**config.mk**
```make
export PLATFORM = sky130hd
export DESIGN_NAME = zero_flag_unit
export DESIGN_NICKNAME = d
export VERILOG_FILES = /design/src/rtl/zero_flag_unit.sv
export SDC_FILE = /design/constraint.sdc
export NUM_CORES = 1
export LEC_CHECK = 0
export BUFFER_PORTS_ARGS = -buffer_cell sky130_fd_sc_hd__buf_2
export CAP_MARGIN = 0
export CORE_UTILIZATION = 30
export DETAILED_ROUTE_END_ITERATION = 8
export GPL_TIMING_DRIVEN = 0
export PLACE_DENSITY = 0.5
export SKIP_CTS_REPAIR_TIMING = 1
export SLEW_MARGIN = 5
export SYNTH_ARGS = -nofsm -noshare
export SYNTH_HDL_FRONTEND = slang
export SYNTH_SLANG_ARGS = --single-unit
```
**constraint.sdc**
```tcl
create_clock -name clk -period 4.83 [get_ports clk]
set_clock_uncertainty 0.15 [all_clocks]
set_input_delay 0.2415 -clock clk [delete_from_list [all_inputs] [get_ports clk]]
set_output_delay 0.2415 -clock clk [all_outputs]
set_load 0.03 [all_outputs]
```
**src/rtl/zero_flag_unit.sv**
```systemverilog
// Registered status-flag unit for the calculator ALU: live flags, sticky
// accumulators since clear, and a saturating consecutive-zero counter.
//
// state  | meaning
// RUN    | results are accepted and flags update
// FROZEN | all state held, inputs ignored
module zero_flag_unit #(
  parameter int WIDTH = 8,
  parameter int CNT_W = 4
) (
  input  logic             clk,
  input  logic             rst_n,
  input  logic             in_valid,
  input  logic [WIDTH-1:0] in_data,
  input  logic             in_carry,
  input  logic             in_ovf,
  input  logic             clear,
  input  logic             freeze,
  output logic             out_valid,
  output logic             zero,
  output logic             neg,
  output logic             parity,
  output logic             carry,
  output logic             ovf,
  output logic             all_zero,
  output logic             any_carry,
  output logic             any_ovf,
  output logic [CNT_W-1:0] zero_run,
  output logic             zero_run_sat
);

  localparam logic [CNT_W-1:0] RUN_MAX = '1;

  typedef enum logic {RUN, FROZEN} state_t;
  state_t state_q, state_d;

  logic             accept;
  logic             in_zero;
  logic             all_zero_base, any_carry_base, any_ovf_base;
  logic [CNT_W-1:0] run_base;
  logic             all_zero_d, any_carry_d, any_ovf_d;
  logic [CNT_W-1:0] run_d;

  assign accept  = in_valid & ~freeze;
  assign in_zero = ~|in_data;

  always_comb begin
    state_d = state_q;
    case (state_q)
      RUN:     if (freeze)  state_d = FROZEN;
      FROZEN:  if (!freeze) state_d = RUN;
      default: state_d = RUN;
    endcase
  end

  // Clear rebases the sticky state; a simultaneous result then accumulates
  // onto that fresh base, which makes clear-with-valid a restart.
  always_comb begin
    all_zero_base  = clear ? 1'b1 : all_zero;
    any_carry_base = clear ? 1'b0 : any_carry;
    any_ovf_base   = clear ? 1'b0 : any_ovf;
    run_base       = clear ? '0   : zero_run;
    all_zero_d     = all_zero_base;
    any_carry_d    = any_carry_base;
    any_ovf_d      = any_ovf_base;
    run_d          = run_base;
    if (in_valid) begin
      all_zero_d  = all_zero_base & in_zero;
      any_carry_d = any_carry_base | in_carry;
      any_ovf_d   = any_ovf_base | in_ovf;
      if (!in_zero)
        run_d = '0;
      else if (run_base != RUN_MAX)
        run_d = run_base + CNT_W'(1);
    end
  end

  always_ff @(posedge clk) begin
    if (!rst_n) begin
      state_q      <= RUN;
      out_valid    <= 1'b0;
      zero         <= 1'b0;
      neg          <= 1'b0;
      parity       <= 1'b0;
      carry        <= 1'b0;
      ovf          <= 1'b0;
      all_zero     <= 1'b1;
      any_carry    <= 1'b0;
      any_ovf      <= 1'b0;
      zero_run     <= '0;
      zero_run_sat <= 1'b0;
    end else begin
      state_q   <= state_d;
      out_valid <= accept;
      if (accept) begin
        zero   <= in_zero;
        neg    <= in_data[WIDTH-1];
        parity <= ^in_data;
        carry  <= in_carry;
        ovf    <= in_ovf;
      end
      if (!freeze && (clear || in_valid)) begin
        all_zero     <= all_zero_d;
        any_carry    <= any_carry_d;
        any_ovf      <= any_ovf_d;
        zero_run     <= run_d;
        zero_run_sat <= (run_d == RUN_MAX);
      end
    end
  end

endmodule

```
# --- Yosys cells after proc, flatten, opt, wreduce, memory -nomap -nowiden ---
# Index checks and enable logic that the tools add are counted.
word_totals:
  register_bits: 14
  latch_bits: 0
  mem_bits_rw: 0
  romBits: 0
  in_bits: 15
  out_inout_bits: 14
  elab_cells: 35
  n_memories: 0
op_classes:
  add_sub_neg: 1
  n_mul: 0
  div_mod_pow: 0
  order_cmp: 0
  eq_ne: 2
  shifts: 0
  mux: 10
  bitwise_logic: 5
  reduce_logical: 6
ops:
  columns: ["op", "count"]
  rows:
  - ["two-way mux 4 bit", 4]
  - ["OR reduction 8 bit", 1]
  - ["parity 8 bit", 1]
  - ["two-way mux 1 bit", 6]
  - ["adder 4 x 1 -> 4 bit, second input constant", 1]
  - ["equality test 4 bit, second input constant", 1]
  - ["!= test 4 bit, second input constant", 1]
  - ["bitwise AND 1 bit", 2]
  - ["logical NOT 1 bit", 2]
  - ["OR 1 bit", 2]
  - ["logical AND 1 bit", 1]
  - ["logical OR 1 bit", 1]
  - ["inverter 1 bit", 1]

# --- Logic depth before layout (Yosys ltp) ---
logic_depth:
  word_depth: 6
  mapped_depth: 6
  ltp_nobuf: 6

# --- Worst setup path after synthesis ---
# Ideal clock, no wire load.
synth_timing:
  path_type: "register -> register"
  startpoint: "register zero_run[0]"
  endpoint: "register zero_run_sat"
  setup_ps: 128
  arrival_ps: 1555
  required_time_ps: 4552
  path_slack_ps: 2997
  stages_incl_launch_ff: 7
  n_path_buf: 0
  synth_period_minus_slack_ps: 1833
  cell_sequence: "dfxtp_1 nor2b_2 ha_1 nand4b_4 and3b_1 o211ai_1 o31ai_2"
synth_via:
  elab_chain_cells: 6
  word_cells_on_any_way: 7
  classes_between: "add/sub: 1; eq/ne: 2; mux: 4"
synth_rtl:
  columns: ["item", "line", "text"]
  rows:
  - ["start, declared", "28", "output logic [CNT_W-1:0] zero_run,"]
  - ["start signal, assigned", "106", "zero_run <= run_d;"]
  - ["two-way mux 4 bit *", "62", "run_base = clear ? '0 : zero_run;"]
  - ["adder 4 x 1 -> 4 bit / != test 4 bit (equally long branches)", "74, 73", null]
  - ["two-way mux 4 bit", "73", "else if (run_base != RUN_MAX)"]
  - ["two-way mux 4 bit", "71", "if (!in_zero)"]
  - ["two-way mux 4 bit *", "67", "if (in_valid) begin"]
  - ["equality test 4 bit *", "107", "zero_run_sat <= (run_d == RUN_MAX);"]
  - ["end signal, assigned", "107", null]
  - ["end, declared", "29", "output logic zero_run_sat"]
# Every way passes the cells marked *; elsewhere a longest branch is shown, timed or not.
# A chain may end at the register's enable or synchronous reset.

# --- Final worst setup path ---
# Ends and elaborated chain as after synthesis.

==> impl_metrics.tcl <==
set metrics [dict create \
    viasPerCell 4.81 \
    design.core.area_um2 2480 \
    worst_ep_required_time_ps 4880 \
    start_util 0.319 \
    drt.antenna.violating_nets 0 \
    maximum_number_of_pins_on_one_net_before_global_route_repair 11 \
    drive_gt1_frac 0.312 \
    wire_per_inst_um 11.5 \
    finalWeightedCongestion 0.771 \
    placementRows 18 \
    asyncSetResetFlopFracSynth 0 \
    worstPathMaxFanout 5 \
    dp_wirelength_mm 1.41 \
    crit_path_end_kind "flop" \
    hp-class "in2reg" \
    drt_iter0_drc 12 \
    vdd.ir_drop.worst_mv 0.162 \
    cellLeakagePower_nw 0.494 \
    first_global_vias 634 \
    clock_sinks 14 \
    grt_first_pass_wirelength_mm 2.93 \
    unrepaired_setup_endpoints_after_global_routing "no" \
    synth.cell_area_um2 790 \
    period_needed_ps 1780 \
    ys_seq_area_frac 0.355 \
    setup_tns_ps 0 \
    nNetsFinal 147 \
    via_count 745 \
    cp-start-kind "flop" \
    ys_types 33 \
    pin_count 29 \
    finalMaxSlewViolations 0 \
    numCtsBuffers 3 \
    fillerInstances 280 \
    timing_worst_setup_path_type "reg2reg" \
    final_hold_viol_count 0 \
    syn_inst 94 \
    cts_max_level 1 \
    port-buffer-count 28 \
    finalSetupViolations 0 \
    max_cap_viol_count 0 \
    max_slew_margin 0.687 \
    maxClockFrequency_ghz 0.561 \
    yosys_register_bits 14 \
    postSynth.topFlopCell "sky130_fd_sc_hd__dfxtp_1" \
    antenna_cells 0 \
    detail_route.drc_violations 0 \
    fp.dieArea_um2 2840 \
    chipWidth_um 53.3 \
    antenna_found_initial 0 \
    most-common-layout-cells "sky130_fd_sc_hd__buf_2 (28), sky130_fd_sc_hd__dfxtp_1 (14), sky130_fd_sc_hd__nand2_1 (12), sky130_fd_sc_hd__inv_1 (11), sky130_fd_sc_hd__a21oi_1 (9)" \
    final.hold.worst_slack_ps 41.8 \
    overflow 0 \
    worst_skew_pair.late_latency_ps 270 \
    detail_route.first_pass.iterations 4 \
    ys.warnings.count 0 \
    fin_crit_sh 0.369 \
    most_frequent_standard_cell_in_the_layout_excluding_fill_and_tap_cells "sky130_fd_sc_hd__buf_2" \
    syn_to_final_growth_pct 25.4 \
    synth_enable_flop_cells 0 \
    arrival_ps 1830 \
    wl_final_mm 1.78 \
    tightest_slew_ps 469 \
    cts.root.buffer_cell "sky130_fd_sc_hd__clkbuf_4" \
    cts_buffer_depth 2 \
    cts.reportedPaths.clkPinSlew_ps 80 \
    postSynthNetCount 114 \
    postSynthAreaPerCell_um2 8.40 \
    tot_gr_track_use 0.148 \
    power_density_relative_to_cell_area_nw_per_um2 239 \
    tritoncts "yes" \
    run_status "finished clean" \
    die_height_um 53.3 \
]
## cell type report
class / instances / area [um^2] / area share
Buffer: 2 / 11.3 / 0.0114
Clock buffer: 3 / 22.5 / 0.0228
Tap cell: 30 / 37.5 / 0.0379
Sequential cell: 14 / 280 / 0.283
Timing Repair Buffer: 28 / 140 / 0.142
Multi-Input combinational cell: 67 / 457 / 0.461
Inverter: 11 / 41.3 / 0.0417
## worst paths after layout
path | start | endpoint | depth (start not counted) | slack [ps]
setup / recovery | zero_run[0] | zero_run_sat | 6 | 3050
hold / removal | rst_n | all_zero | 2 | 40
setup reg to reg | zero_run[0] | zero_run_sat | 6 | 3050
hold reg to reg | any_carry | any_carry | 2 | 300
## Yosys cell counts (2+ instances only)
library cell                n  share of area
sky130_fd_sc_hd__dfxtp_1   14           0.35
sky130_fd_sc_hd__ha_1       5          0.079
sky130_fd_sc_hd__inv_1     11          0.052
sky130_fd_sc_hd__nor2b_1    2          0.016
sky130_fd_sc_hd__nand3b_1   2          0.019
sky130_fd_sc_hd__nor2_1     8          0.038
sky130_fd_sc_hd__o211ai_1   3          0.029
sky130_fd_sc_hd__nand3_1    3          0.019
sky130_fd_sc_hd__nand2_1   12          0.057
sky130_fd_sc_hd__xnor2_1    3          0.033
sky130_fd_sc_hd__a21oi_1    9          0.057
## metal layers
layer	track usage	part of all wire	up-vias
li1	-	-	388
met1	0.194	0.49	338
met2	0.219	0.45	17
met3	0.0632	0.048	2
met4	0.0395	0.0056	0
met5	0	0	-
## report_power, final
group	switching, mW	internal, mW	total (mW)
clock network	0.0354	0.0288	0.0643
registers	0.00256	0.120	0.122
logic	0.0296	0.0208	0.0504
## flip-flops by register name, indices dropped and copies added, names as in the netlist
signal and cells:
neg 1, carry 1, zero_run_sat 1, ovf 1
any_carry 1, any_ovf 1, zero_run 4, zero 1
out_valid 1, all_zero 1, parity 1
## critical path, cell delays in order (launching register included)
cell and delay (ps):
sky130_fd_sc_hd__dfxtp_1 400, sky130_fd_sc_hd__nor2b_2 210, sky130_fd_sc_hd__ha_1 290, sky130_fd_sc_hd__nand3b_1 140, sky130_fd_sc_hd__a2bb2oi_1 210, sky130_fd_sc_hd__o211ai_1 140, sky130_fd_sc_hd__o31ai_2 170
## per-stage QoR
step	worst slack [ps]	area [um^2]	cells	power, mW	util
2_1_floorplan	3000	790	94	0.159	-
3_3_place_gp	3030	967	152	0.175	0.390
3_5_place_dp	3040	967	152	0.176	0.390
4_1_cts	3050	990	155	0.240	0.399
5_1_grt	2950	990	155	0.256	0.399
6_report	3050	990	155	0.237	0.399
## cells by family after synthesis
kind of cell | Yosys count | share of synthesized area
flip-flops | 14 | 0.355
XOR/XNOR | 3 | 0.0333
buffers and inverters | 13 | 0.0666
AND/OR/NAND/NOR | 37 | 0.269
AO/OA/AOI/OAI | 22 | 0.197
adder cells (fa/ha/maj) | 5 | 0.0792
No activity file was read; power rests on OpenSTA's default activity.
